### config.mk
export PLATFORM = sky130hd
export DESIGN_NAME = multicycle_controller
export DESIGN_NICKNAME = d
export VERILOG_FILES = /design/src/rtl/mips_ctrl_pkg.sv /design/src/rtl/ctrl_output_decode.sv /design/src/rtl/multicycle_controller.sv
export SDC_FILE = /design/constraint.sdc
export NUM_CORES = 1
export LEC_CHECK = 0
export BUFFER_PORTS_ARGS = -buffer_cell sky130_fd_sc_hd__buf_2
export CAP_MARGIN = 30
export CORE_UTILIZATION = 47
export DETAILED_ROUTE_END_ITERATION = 6
export GPL_TIMING_DRIVEN = 0
export PLACE_DENSITY = 0.77
export SYNTH_ARGS = -nofsm -noshare
export SYNTH_HDL_FRONTEND = slang
export SYNTH_SLANG_ARGS = --single-unit
### constraint.sdc
create_clock -name clk -period 2 [get_ports clk]
set_input_delay 0.3 -clock clk [delete_from_list [all_inputs] [get_ports clk]]
set_output_delay 0.3 -clock clk [all_outputs]
set_load 0.05 [all_outputs]
### src/rtl/mips_ctrl_pkg.sv
// Shared definitions for the multicycle MIPS control unit: opcodes, state
// encoding, datapath select codes and the control output bundle.
package mips_ctrl_pkg;

  localparam logic [5:0] OP_RTYPE = 6'b000000;
  localparam logic [5:0] OP_LW    = 6'b100011;
  localparam logic [5:0] OP_SW    = 6'b101011;
  localparam logic [5:0] OP_BEQ   = 6'b000100;
  localparam logic [5:0] OP_BNE   = 6'b000101;
  localparam logic [5:0] OP_ADDI  = 6'b001000;
  localparam logic [5:0] OP_J     = 6'b000010;

  typedef enum logic [3:0] {
    FETCH  = 4'd0,
    DECODE = 4'd1,
    MEMADR = 4'd2,
    MEMRD  = 4'd3,
    MEMWB  = 4'd4,
    MEMWR  = 4'd5,
    EXEC   = 4'd6,
    ALUWB  = 4'd7,
    ADDIEX = 4'd8,
    ADDIWB = 4'd9,
    BRANCH = 4'd10,
    JUMP   = 4'd11
  } ctrl_state_e;

  localparam logic [1:0] ALUOP_RTYPE = 2'b00;
  localparam logic [1:0] ALUOP_SUB   = 2'b01;
  localparam logic [1:0] ALUOP_ADD   = 2'b10;

  localparam logic [1:0] SRCB_REGB    = 2'b00;
  localparam logic [1:0] SRCB_FOUR    = 2'b01;
  localparam logic [1:0] SRCB_IMM     = 2'b10;
  localparam logic [1:0] SRCB_IMM_SH2 = 2'b11;

  localparam logic [1:0] PCSRC_ALU    = 2'b00;
  localparam logic [1:0] PCSRC_ALUOUT = 2'b01;
  localparam logic [1:0] PCSRC_JUMP   = 2'b10;

  typedef struct packed {
    logic       pc_en;
    logic       iord;
    logic       mem_write;
    logic       ir_write;
    logic       reg_dst;
    logic       mem_to_reg;
    logic       reg_write;
    logic       alu_src_a;
    logic [1:0] alu_src_b;
    logic [1:0] alu_op;
    logic [1:0] pc_src;
    logic       instr_done;
    logic       illegal_op;
  } ctrl_out_t;

  function automatic logic is_supported(input logic [5:0] op);
    case (op)
      OP_RTYPE, OP_LW, OP_SW, OP_BEQ, OP_BNE, OP_ADDI, OP_J: is_supported = 1'b1;
      default:                                               is_supported = 1'b0;
    endcase
  endfunction

endpackage

### src/rtl/ctrl_output_decode.sv
// Combinational Moore-style output decode for the multicycle controller;
// only mem_ready, zero and opcode qualify individual strobes.
module ctrl_output_decode
  import mips_ctrl_pkg::*;
(
  input  ctrl_state_e state_i,
  input  logic [5:0]  opcode_i,
  input  logic        zero_i,
  input  logic        mem_ready_i,
  output ctrl_out_t   ctrl_o
);

  always_comb begin
    ctrl_o = '0;
    case (state_i)
      FETCH: begin
        ctrl_o.iord      = 1'b0;
        ctrl_o.alu_src_a = 1'b0;
        ctrl_o.alu_src_b = SRCB_FOUR;
        ctrl_o.alu_op    = ALUOP_ADD;
        ctrl_o.pc_src    = PCSRC_ALU;
        ctrl_o.ir_write  = mem_ready_i;
        ctrl_o.pc_en     = mem_ready_i;
      end
      DECODE: begin
        // Branch target is computed speculatively here into ALUOut.
        ctrl_o.alu_src_a = 1'b0;
        ctrl_o.alu_src_b = SRCB_IMM_SH2;
        ctrl_o.alu_op    = ALUOP_ADD;
        if (!is_supported(opcode_i)) begin
          ctrl_o.illegal_op = 1'b1;
          ctrl_o.instr_done = 1'b1;
        end
      end
      MEMADR, ADDIEX: begin
        ctrl_o.alu_src_a = 1'b1;
        ctrl_o.alu_src_b = SRCB_IMM;
        ctrl_o.alu_op    = ALUOP_ADD;
      end
      MEMRD: begin
        ctrl_o.iord = 1'b1;
      end
      MEMWB: begin
        ctrl_o.reg_dst    = 1'b0;
        ctrl_o.mem_to_reg = 1'b1;
        ctrl_o.reg_write  = 1'b1;
        ctrl_o.instr_done = 1'b1;
      end
      MEMWR: begin
        ctrl_o.iord       = 1'b1;
        ctrl_o.mem_write  = 1'b1;
        ctrl_o.instr_done = mem_ready_i;
      end
      EXEC: begin
        ctrl_o.alu_src_a = 1'b1;
        ctrl_o.alu_src_b = SRCB_REGB;
        ctrl_o.alu_op    = ALUOP_RTYPE;
      end
      ALUWB: begin
        ctrl_o.reg_dst    = 1'b1;
        ctrl_o.mem_to_reg = 1'b0;
        ctrl_o.reg_write  = 1'b1;
        ctrl_o.instr_done = 1'b1;
      end
      ADDIWB: begin
        ctrl_o.reg_dst    = 1'b0;
        ctrl_o.mem_to_reg = 1'b0;
        ctrl_o.reg_write  = 1'b1;
        ctrl_o.instr_done = 1'b1;
      end
      BRANCH: begin
        ctrl_o.alu_src_a  = 1'b1;
        ctrl_o.alu_src_b  = SRCB_REGB;
        ctrl_o.alu_op     = ALUOP_SUB;
        ctrl_o.pc_src     = PCSRC_ALUOUT;
        ctrl_o.pc_en      = (opcode_i == OP_BNE) ? ~zero_i : zero_i;
        ctrl_o.instr_done = 1'b1;
      end
      JUMP: begin
        ctrl_o.pc_src     = PCSRC_JUMP;
        ctrl_o.pc_en      = 1'b1;
        ctrl_o.instr_done = 1'b1;
      end
      default: ctrl_o = '0;
    endcase
  end

endmodule

### src/rtl/multicycle_controller.sv
// Multicycle MIPS main control FSM: state register and next-state logic here,
// output decode in ctrl_output_decode, all outputs held at 0 during reset.
module multicycle_controller
  import mips_ctrl_pkg::*;
(
  input  logic       clk,
  input  logic       reset,
  input  logic [5:0] opcode,
  input  logic       zero,
  input  logic       mem_ready,
  output logic       PCEn,
  output logic       IorD,
  output logic       MemWrite,
  output logic       IRWrite,
  output logic       RegDst,
  output logic       MemtoReg,
  output logic       RegWrite,
  output logic       ALUSrcA,
  output logic [1:0] ALUSrcB,
  output logic [1:0] ALUop,
  output logic [1:0] PCSrc,
  output logic       instr_done,
  output logic       illegal_op
);

  ctrl_state_e state_q, state_d;
  ctrl_out_t   dec_out;
  ctrl_out_t   ctrl;

  always_ff @(posedge clk or posedge reset) begin
    if (reset) state_q <= FETCH;
    else       state_q <= state_d;
  end

  always_comb begin
    state_d = state_q;
    case (state_q)
      FETCH:  if (mem_ready) state_d = DECODE;
      DECODE: begin
        case (opcode)
          OP_LW, OP_SW:   state_d = MEMADR;
          OP_RTYPE:       state_d = EXEC;
          OP_ADDI:        state_d = ADDIEX;
          OP_BEQ, OP_BNE: state_d = BRANCH;
          OP_J:           state_d = JUMP;
          default:        state_d = FETCH;
        endcase
      end
      MEMADR: state_d = (opcode == OP_SW) ? MEMWR : MEMRD;
      MEMRD:  if (mem_ready) state_d = MEMWB;
      MEMWB:  state_d = FETCH;
      MEMWR:  if (mem_ready) state_d = FETCH;
      EXEC:   state_d = ALUWB;
      ALUWB:  state_d = FETCH;
      ADDIEX: state_d = ADDIWB;
      ADDIWB: state_d = FETCH;
      BRANCH: state_d = FETCH;
      JUMP:   state_d = FETCH;
      default: state_d = FETCH;
    endcase
  end

  ctrl_output_decode u_decode (
    .state_i     (state_q),
    .opcode_i    (opcode),
    .zero_i      (zero),
    .mem_ready_i (mem_ready),
    .ctrl_o      (dec_out)
  );

  // Reset gates the decode directly so no strobe can leak while it is held.
  assign ctrl = reset ? '0 : dec_out;

  assign PCEn       = ctrl.pc_en;
  assign IorD       = ctrl.iord;
  assign MemWrite   = ctrl.mem_write;
  assign IRWrite    = ctrl.ir_write;
  assign RegDst     = ctrl.reg_dst;
  assign MemtoReg   = ctrl.mem_to_reg;
  assign RegWrite   = ctrl.reg_write;
  assign ALUSrcA    = ctrl.alu_src_a;
  assign ALUSrcB    = ctrl.alu_src_b;
  assign ALUop      = ctrl.alu_op;
  assign PCSrc      = ctrl.pc_src;
  assign instr_done = ctrl.instr_done;
  assign illegal_op = ctrl.illegal_op;

endmodule

Word level (Yosys, flattened, before mapping)
Cells that the tools add are included.
- flip-flop bits (word level): 4
- output and inout port bits: 16
- logic and storage cells: 51
- eq/ne operators: 20
- mux-type cells: 20
- bitwise operators: 1
- reductions and logical operators: 9
- operators by type and width (cell ; count):
    case mux 4 bit (7 select lines) ; 1
    case mux 5 bit (5 select lines) ; 1
    case mux 4 bit (5 select lines) ; 1
    == test 4 x 3 -> 1 bit (second input constant) ; 4
    == test 4 bit (second input constant) ; 4
    2-to-1 mux 16 bit ; 1
    == test 6 x 3 -> 1 bit (second input constant) ; 2
    == test 6 bit (second input constant) ; 2
    2-to-1 mux 4 bit ; 3
    case mux 3 bit (3 select lines) ; 1
    == test 4 x 2 -> 1 bit (second input constant) ; 2
    OR reduction 2 bit ; 4
    2-to-1 mux 1 bit ; 7
    OR reduction 7 bit ; 1
    == test 6 x 2 -> 1 bit (second input constant) ; 1
    == test 6 x 4 -> 1 bit (second input constant) ; 1
    zero test 6 bit ; 1
    != test 2 bit (second input constant) ; 3
    case mux 1 bit (3 select lines) ; 2
    OR reduction 5 bit ; 1
    == test 4 x 1 -> 1 bit (second input constant) ; 1
    zero test 4 bit ; 1
    case mux 2 bit (2 select lines) ; 1
    2-to-1 mux 3 bit ; 1
    other kinds (3) ; 3

Logic depth before layout (Yosys ltp)
Gate-level depths: netlist of the first run.
- depth in word-level cells: 7
- gate-level depth with buffers: 6

By module
Synthesis of the first run repeated with hierarchy kept, for this count alone.
- cell total of the unflattened synthesis: 107
- area, all modules: 738.2 µm²
- modules (own cells, without submodules) (module ; times used ; cells each ; area each (µm²)):
    multicycle_controller ; 1 ; 60 ; 445.4
    ctrl_output_decode ; 1 ; 47 ; 292.8

Least setup slack after synthesis of the first run
No wires, ideal clock.
- path kind: reg2out
- start point: register state_q[0]
- end point: output ALUSrcA
- arrival: 3.147 ns
- data required time: 1.700 ns
- path slack: -1.447 ns
- stages on the path, launching flop included: 4
- buffers on the path: 2
- cell sequence: dfrtp_1 > clkbuf_1 > clkbuf_1 > a2111oi_0
- cells in the longest elaborated chain, start to end: 4
- elaborated cells between the ends (all ways): 9
- classes of those cells: eq/ne (5); mux (2); reduce/logical (2)
- ends and longest elaborated chain (what ; RTL line ; RTL):
    from (decl) ; multicycle_controller.sv:26 ; ctrl_state_e state_q, state_d;
    from (signal assigned) ; multicycle_controller.sv:32 ; else state_q <= state_d;
    == test 4 x 2 -> 1 bit or == test 4 bit (tied branches) ; ctrl_output_decode.sv:15 ; case (state_i)
    OR reduction 2 bit ; ctrl_output_decode.sv:15 ;
    case mux 5 bit (5 select lines) * ; ctrl_output_decode.sv:15 ;
    2-to-1 mux 16 bit * ; multicycle_controller.sv:72 ; assign ctrl = reset ? '0 : dec_out;
    to (decl) ; multicycle_controller.sv:18 ; output logic ALUSrcA,
Mark *: on every way between the ends. The rest lies on a longest branch, timed or not.

Final worst setup path of the first run
- start point: register state_q[1]
- end point: output IorD
- cells in the longest elaborated chain, start to end: 4
- elaborated cells between the ends (all ways): 5
- classes of those cells: eq/ne (2); mux (2); reduce/logical (1)
- ends and longest elaborated chain (what ; RTL line ; RTL):
    == test 4 x 2 -> 1 bit or == test 4 x 3 -> 1 bit (tied branches) ; ctrl_output_decode.sv:15 ;
    OR reduction 2 bit (no line) * ; -- ;
    2-to-1 mux 1 bit * ; ctrl_output_decode.sv:15 ;
    2-to-1 mux 16 bit * ; multicycle_controller.sv:72 ;
    to (decl) ; multicycle_controller.sv:12 ; output logic IorD,
Marked as above.

==> results of run 1 <==
==> path summary, 6_finish.rpt <==
path	slack, ns	startpoint	to	cells after the start
max in group asynchronous	1.62	reset	state_q[0]	2
hold / removal	0.21	reset	state_q[1]	2
setup reg to reg	0.42	state_q[1]	state_q[1]	3
setup / recovery	-0.03	state_q[1]	IorD	5
hold reg to reg	0.68	state_q[3]	state_q[2]	2
min in group clk	0.39	opcode[4]	state_q[1]	2
==> metal layers <==
metal / routed length (µm) / global-route usage / up-vias / share of wire
li1: - / - / 428 / -
met1: 994 / 0.3814 / 428 / 0.43
met3: 97 / 0.03409 / 0 / 0.042
met2: 1245 / 0.4426 / 33 / 0.53
met5: 0 / 0 / - / 0
met4: 0 / 0.1207 / 0 / 0
==> synth_stat cells (2+ instances only) <==
library cell / count / share of area
or2_2: 2 / 0.019
nor2b_1: 3 / 0.028
o21a_1: 2 / 0.023
and3_1: 4 / 0.038
nand2_1: 2 / 0.011
nor2_1: 14 / 0.079
dfrtp_1: 4 / 0.15
inv_1: 4 / 0.023
nor3_1: 6 / 0.045
a2111oi_0: 2 / 0.026
nand4_1: 2 / 0.019
or3_1: 2 / 0.019
a21oi_1: 4 / 0.030
nor4_1: 2 / 0.019
nand2b_1: 3 / 0.028
o311ai_0: 2 / 0.026
clkbuf_1: 6 / 0.034
or3b_2: 2 / 0.026
o21ai_0: 3 / 0.023
and4_1: 2 / 0.026
==> timing repair <==
item	in CTS	in global routing
setup endpoints to repair	10	12
gates resized for setup	18	20
buffers inserted	1	4
cloned	0	1
pin swaps	1	2
==> cells by family after synthesis <==
logic type	share of synthesized area
and+or+nand+nor	0.4184
AOI/OAI and AO/OA	0.3490
buffers and inverters	0.06940
DFF	0.1501
xor gates and xnor gates	0.01314
==> power by group <==
part / total, µW / switching, µW / internal, µW
registers: 149 / 37.4 / 112
clock network: 97.9 / 30.9 / 67.0
logic: 1150 / 700 / 452
==> metrics by stage <==
stage / area [µm²] / util
floorplan: 716.9 / -
global placement: 855.8 / 0.6496
detailed placement: 855.8 / 0.6496
CTS: 938.4 / 0.7123
global route: 1037 / 0.7873
finish: 1037 / 0.7873
==> final cells by class <==
class / instances / area share
repair buffers: 30 / 0.2051
plain buffers: 8 / 0.04825
flip-flops and latches: 4 / 0.09771
inverters: 4 / 0.01448
well taps: 15 / 0.01809
multi-input cells: 78 / 0.5947
clock buffers: 3 / 0.02171
==> results.yml, run 1 <==
critical_path:
  crit_arrival_ns: 1.73
  slowest_stage: "dfrtp_1"
  critPathMaxStageDelay_ns: 0.40
  crit_family: "buffers and inverters"
  cp_max_fo: 10
  cp.required_ns: 1.70
  cp_common_cell: "buf_2"
  critPathKind: "flop to output pin"
  crit_chain: "buf_2, buf_2, xnor2_1, nor3_2, clkbuf_4"
  cp_num_buf_inv: 3
  cp-start-kind: "flop"
  cp-end-kind: "output pin"
global_route:
  grt_usage: 0.2822
  grt_pass1_wl_mm: 2.967
  grt_max_degree: 11
  grt_pass1_vias: 701
  grt-ovfl-total: 0
  antenna_found_initial: 0
sta:
  slew_headroom: 0.5849
  skew_ns: 0.002382
  tightest_slew_ns: 0.6227
  fin_setup_tns_ns: -0.02908
  hold_violations: 0
  whs_ns: 0.2134
  drv_slew: 0
  rsz0062_at_grt: "true"
  setup_slack_ns: -0.02908
  fmax_ghz: 0.4928
  fin_crit_ns: 2.029
  finalCritPeriodShare: 1.015
  finalSetupViolations: 1
layout:
  instances_no_fill: 142
  largest_register: "state_q"
  multi_input_area_um2: 616.8
  final_cell_mix: "18 x buf_2, 13 x nor2_1, 9 x buf_4"
  top_regs: "state_q: 4 flops"
  final_common_cell: "buf_2"
  layout-drive-gt1-share: 0.4961
  largest_register_ffs: 4
  seq_area_um2: 101.3
  antenna_cells: 0
  nets: 139
  n_fill_cell: 95
  area_delta_synth_final_pct: 55.53
floorplan:
  die_x_um: 39.67
  die_area_um2: 1574
  fp-row-count: 13
  io_pins: 26
  start_util: 0.5062
  die_h_um: 39.67
  core_area_um2: 1318
pwr:
  ir_drop_mv: 1.079
  p_per_area_nw_per_um2: 1348
  power_uw: 1398
  p_leak_uw: 0.0004596
run_status:
  violations: "negative setup slack"
  status: "complete, but fails checks"
detailed_routing:
  post_drt_wl_per_cell_um: 16.46
  drcViolationCount: 0
  drt_first_pass_iters: 4
  via_per_inst: 6.261
  antenna_left: 0
  num_vias: 889
  drt_iter0_drc: 26
  finalWirelength_mm: 2.337
placement:
  place_hpwl_mm: 1.398
  gp_congestion: 0.8899
  numPortBuffers: 24
  dp_cells: 133
  dp_slack_ns: -0.1219
cts:
  clkSinkCount: 4
  clk_pin_slew_ns: 0.04
  clk_path_buf_depth: 2
  postCtsHoldBufs: 0
  h-tree-depth: 1
  clk_latency_ns: 0.23
  cts-root-buf: "clkbuf_4"
  numCtsBuffers: 3
  cts_tree: "built"
synthesis:
  async_flop_share: 1.000
  synth.net_count: 104
  synth-main-ff-cell: "dfrtp_1"
  avgSynthCellArea_um2: 7.095
  syn_area_um2: 666.9
  ys_seq_elements: 4
  synth_cell_types: 43
  ys_seq_area_frac: 0.1501
  synthCells: 94
  yosysWarnings: 0
  synth_edf_count: 0
job:
  cap_viol_max_count: 0
hold_path:
  hold_path.class: "primary input to asynchronous set/reset pin"
(Power assumes the default switching activity.)
==> inputs of run 2 (changes only) <==
Settings changed: CORE_UTILIZATION 47 to 30, PLACE_DENSITY 0.77 to not set.
==> run 2 against run 1 <==
Net effect: the flow now finishes without violations; global-route usage fell by 9.7 points; critical path depth is the same; final cell count up 6.3%; clock skew about the same; critical path type unchanged.
==> results.yml, run 2 (synthesis gave the netlist of run 1 again) <==
run_status:
  status: "completed"
layout:
  n_fill_cell: 201
  antenna_cells: 0
  nets: 136
  layout-drive-gt1-share: 0.4839
  final_common_cell: "buf_2"
  largest_register: "state_q"
  finalInstanceArea_um2: 1020
  largest_register_ffs: 4
  final_cell_mix: "16 x buf_2, 13 x nor2_1, 10 x clkbuf_4"
  multi_input_area_um2: 621.8
  top_regs: "state_q: 4 flops"
  seq_area_um2: 100.1
  area_delta_synth_final_pct: 52.91
  instances_no_fill: 151
sta:
  whs_ns: 0.2005
  skew_ns: 0.002100
  hold_violations: 0
  setup_slack_ns: 0.03406
  slew_headroom: 0.6001
  finalCritPeriodShare: 0.9830
  fin_crit_ns: 1.966
  tightest_slew_ns: 0.5998
  rsz0062_at_grt: "true"
  finalSetupViolations: 0
  drv_slew: 0
  fmax_ghz: 0.5087
cts:
  clk_latency_ns: 0.23
  numCtsBuffers: 3
  h-tree-depth: 1
  cts_tree: "built"
  clk_path_buf_depth: 2
  clkSinkCount: 4
  clk_pin_slew_ns: 0.04
  cts-root-buf: "clkbuf_4"
pwr:
  p_sw_uw: 732.0
  intPower_uw: 574.6
  p_sw_frac: 0.5602
  comb_power_share: 0.816
  p_per_area_nw_per_um2: 1281
  p_leak_uw: 0.0004421
  seq_power_share: 0.110
  power_frac_clock: 0.074
  ir_drop_mv: 0.7327
placement:
  dpl-instance-area_um2: 870.8
  dp_slack_ns: -0.1375
  place_hpwl_mm: 1.533
  dp_cells: 145
  numPortBuffers: 24
  gp_congestion: 0.8694
detailed_routing:
  num_vias: 842
  via_per_inst: 5.576
  drcViolationCount: 0
  finalWirelength_mm: 2.167
  drt_iter0_drc: 9
  antenna_left: 0
  post_drt_wl_per_cell_um: 14.35
  drt_first_pass_iters: 4
floorplan:
  fp-row-count: 16
  die_h_um: 49.15
  core_area_um2: 2022
  io_pins: 26
  die_area_um2: 2416
  die_x_um: 49.15
  start_util: 0.3298
critical_path:
  cp_num_buf_inv: 2
  cp-end-kind: "output pin"
  critPathKind: "flop to output pin"
  crit_cells: 5
  slowest_stage: "dfrtp_1"
  crit_arrival_ns: 1.67
  crit_chain: "buf_8, or3_4, or2_4, a21boi_4, buf_6"
  cp.required_ns: 1.70
  cp-start-kind: "flop"
  ff2ff_path_depth: 3
  crit_family: "simple AND/OR/NAND/NOR gates"
  critPathMaxStageDelay_ns: 0.39
  cp_max_fo: 6
global_route:
  antenna_found_initial: 0
  grt_usage: 0.1853
  grt-ovfl-total: 0
  grt_max_degree: 11
  grt_pass1_wl_mm: 3.525
  grt_pass1_vias: 773
hold_path:
  hold_path.class: "primary input to asynchronous set/reset pin"
job:
  cap_viol_max_count: 0
-- run 2: cell type report --
cell class                      instances  area share
Buffer                                  8     0.05276
Clock buffer                            3     0.02209
Inverter                                4     0.01472
Multi-Input combinational cell         78      0.6098
Sequential cell                         4     0.09816
Tap cell                               27     0.03313
Timing Repair Buffer                   27      0.1693
-- run 2: layer usage --
| metal | up-vias | part of all wire | track usage |
|---|---|---|---|
| met5 | - | 0 | 0 |
| met3 | 0 | 0.026 | 0.02181 |
| met2 | 16 | 0.47 | 0.3037 |
| li1 | 426 | - | - |
| met1 | 400 | 0.50 | 0.2443 |
| met4 | 0 | 0 | 0.07353 |
-- run 2: worst paths after layout --
kind | start | end | slack, ns
min | reset | state_q[0] | 0.20
min in group clk | opcode[4] | state_q[1] | 0.40
min reg2reg | state_q[3] | state_q[2] | 0.68
max in group asynchronous | reset | state_q[2] | 1.64
max | state_q[0] | PCEn | 0.03
max reg2reg | state_q[1] | state_q[1] | 0.43
-- run 2: metrics by stage --
step | power, µW | util | TNS (ns)
2_1_floorplan | 839.7 | - | -0.1652
3_3_place_gp | 1011 | 0.4307 | -0.2276
3_5_place_dp | 1021 | 0.4307 | -0.2269
4_1_cts | 1214 | 0.4709 | 0
5_1_grt | 1393 | 0.5043 | -0.07003
6_report | 1307 | 0.5043 | 0
-- run 2: power groups by stage --
| stage | Clock (µW) | Sequential (µW) | Combinational, µW |
|---|---|---|---|
| after floorplan | 0 | 129 | 711 |
| after global placement | 0 | 135 | 877 |
| after detailed placement | 0 | 136 | 885 |
| after CTS | 104 | 135 | 975 |
| after global routing | 109 | 147 | 1140 |
| final | 96.8 | 144 | 1070 |
-- run 2: repair_timing --
item	in CTS	in global routing
pin swaps	1	2
hold buffers	0	0
resized for setup	17	23
hold endpoints to repair	0	0
setup endpoints to repair	11	9
buffers inserted	1	2
cloned	0	0
==> inputs of run 3 (changes only) <==
Settings changed: ABC_AREA set to 1.
==> run 3 against run 2 <==
Net effect: area after synthesis fell by 3.6%; non-clock buffer count fell by 9; clock power fell by 1%; clock skew barely moved; die area fell by 3.4%; sequential share of layout area rose by 2.1 points; global-route usage fell by 4.0 points; synthesized cell count rose by 39%; total power fell by 28%; critical path type unchanged; combinational power fell by 35%; final cell count rose by 23%; sequential power rose by 8%.
==> results.yml, run 3 <==
run_status:
  status: "completed"
global_route:
  use_met3: 0.003145
  met1_usage: 0.1808
  grt_pass1_wl_mm: 2.766
  grt_pass1_vias: 719
  antenna_found_initial: 0
  grt.busiest_layer: "met2"
  grt-ovfl-total: 0
  grt_max_degree: 11
  grt_usage: 0.1457
  use_met2: 0.2723
detailed_routing:
  drcViolationCount: 0
  finalWirelength_mm: 1.672
  drt_iter0_drc: 10
  drt_first_pass_iters: 4
  via_per_inst: 4.441
  post_drt_wl_per_cell_um: 8.989
  num_vias: 826
  antenna_left: 0
sta:
  finalSetupViolations: 0
  drv_slew: 0
  fin_crit_ns: 1.894
  tightest_slew_ns: 0.4510
  fmax_ghz: 0.5280
  slew_headroom: 0.6993
  rsz0062_at_grt: "false"
  fin_setup_tns_ns: 0
  hold_violations: 0
  skew_ns: 0.002510
  finalCritPeriodShare: 0.9469
synthesis:
  synth.top_cells.by_area: "nand2_1 21%, nor2_1 16%, dfrtp_1 16%"
  synth.net_count: 141
  synth-main-ff-cell: "dfrtp_1"
  avgSynthCellArea_um2: 4.909
  syn_area_um2: 643.1
  async_flop_share: 1.000
  ys_seq_elements: 4
  synth_edf_count: 0
  synth_top_area_frac: 0.2101
  synthCells: 131
  ys_seq_area_frac: 0.1556
  yosysWarnings: 0
  yosys.area.top_type: "nand2_1"
  yosysMostFrequentCell: "nand2_1"
  synth_cell_types: 16
  ys_top_cells_by_count: "36 x nand2_1, 28 x nor2_1, 25 x inv_1, 15 x nand3_1, 5 x a21oi_1"
layout:
  instances_no_fill: 186
  largest_register_ffs: 4
  top_regs: "state_q: 4 flops"
  final_cell_mix: "36 x nand2_1, 26 x nor2_1, 25 x inv_1"
  largest_register: "state_q"
  antenna_cells: 0
  nets: 171
  area_delta_synth_final_pct: 30.16
  layout-drive-gt1-share: 0.2516
  final_common_cell: "nand2_1"
critical_path:
  cp_max_fo: 6
  crit_arrival_ns: 1.59
  critPathKind: "flop to output pin"
  cp-end-kind: "output pin"
  cp.required_ns: 1.70
  cp-start-kind: "flop"
placement:
  place_hpwl_mm: 1.449
  dp_cells: 183
  gp_congestion: 0.7883
  numPortBuffers: 25
pwr:
  p_per_area_nw_per_um2: 1126
  p_leak_uw: 0.0005423
  p_sw_frac: 0.6183
  comb_power_share: 0.733
  p_sw_uw: 582.8
  power_frac_clock: 0.102
  ir_drop_mv: 0.4434
  intPower_uw: 359.8
  seq_power_share: 0.165
cts:
  clkSinkCount: 4
  clk_path_buf_depth: 2
  clk_pin_slew_ns: 0.04
  h-tree-depth: 1
  ctsResizeCount: 0
  cts_tree: "built"
  cts-root-buf: "clkbuf_4"
  cts_setup_buffers: 0
  numCtsBuffers: 3
  postCtsHoldBufs: 0
  clk_latency_ns: 0.23
floorplan:
  die_x_um: 48.30
  start_util: 0.3245
  die_h_um: 48.30
  die_area_um2: 2333
  core_area_um2: 1982
  fp-row-count: 16
  io_pins: 26
hold_path:
  hold_path.class: "primary input to asynchronous set/reset pin"
job:
  cap_viol_max_count: 0
run 3: cell count changes after synthesis, moves of 4 or more:
cell and delta:
and3_1 -4, clkbuf_1 -6, inv_1 +21, nand2_1 +34, nand3_1 +14, nor2_1 +14
nor2_2 +4, nor3_1 -5
run 3: area by class of cell:
type	instances	area [µm²]
timing repair buffer	25	132.6
inverter	28	105.1
multi-input combinational	98	439.2
clock buffer	3	22.52
fill	229	1145
sequential	4	100.1
tap	27	33.78
buffer	1	3.754
run 3: kinds of logic (layout without fill, tap and decap cells):
| logic type | after synthesis | count (layout) | synth area share |
|---|---|---|---|
| and+or+nand+nor | 90 | 90 | 0.6128 |
| AOI/OAI and AO/OA | 8 | 8 | 0.06224 |
| buffers and inverters | 29 | 57 | 0.1693 |
| DFF | 4 | 4 | 0.1556 |
run 3: worst paths after layout:
check	depth (start not counted)	end	startpoint	slack, ns
setup / recovery	8	instr_done	state_q[1]	0.11
hold / removal	2	state_q[1]	reset	0.03
setup reg to reg	8	state_q[2]	state_q[3]	0.73
hold reg to reg	2	state_q[0]	state_q[0]	0.66
max in group asynchronous	2	state_q[3]	reset	1.76
min in group clk	4	state_q[2]	mem_ready	0.41
run 3: power groups by stage:
| stage | logic [µW] | clock network [µW] | registers [µW] |
|---|---|---|---|
| 5_1_grt | 752 | 103 | 162 |
| 2_1_floorplan | 542 | 0 | 144 |
| 3_3_place_gp | 670 | 0 | 153 |
| 4_1_cts | 680 | 99.4 | 153 |
| 6_report | 691 | 95.7 | 156 |
| 3_5_place_dp | 678 | 0 | 153 |
run 3: critical path: stages, from the launching register on:
cell and delay, ns:
dfrtp_1 0.44, inv_2 0.11, nand2_2 0.08, nor2_2 0.19, nand2_1 0.08, nand3_1 0.09
nand2_1 0.06, nand2_1 0.07, buf_2 0.26
run 3: per-layer routing:
| metal | vias to the layer above | wire (µm) |
|---|---|---|
| li1 | 453 | - |
| met1 | 356 | 793 |
| met2 | 17 | 831 |
| met3 | 0 | 46 |
| met4 | 0 | 0 |
| met5 | - | 0 |
run 3: metrics by stage:
stage | utilization | total power, µW | instance area, µm² | hold slack [ns] | setup WS (ns)
2_1_floorplan | - | 686.2 | 643.1 | 0.09424 | 0.03723
5_1_grt | 0.4223 | 1017 | 837.1 | 0.04862 | 0.00003464
4_1_cts | 0.4160 | 932.2 | 824.5 | 0.02169 | 0.05284
6_report | 0.4223 | 942.6 | 837.1 | 0.02766 | 0.1062
3_5_place_dp | 0.4047 | 831.7 | 802.0 | 0.2644 | 0.3053
3_3_place_gp | 0.4047 | 822.6 | 802.0 | 0.2603 | 0.3286
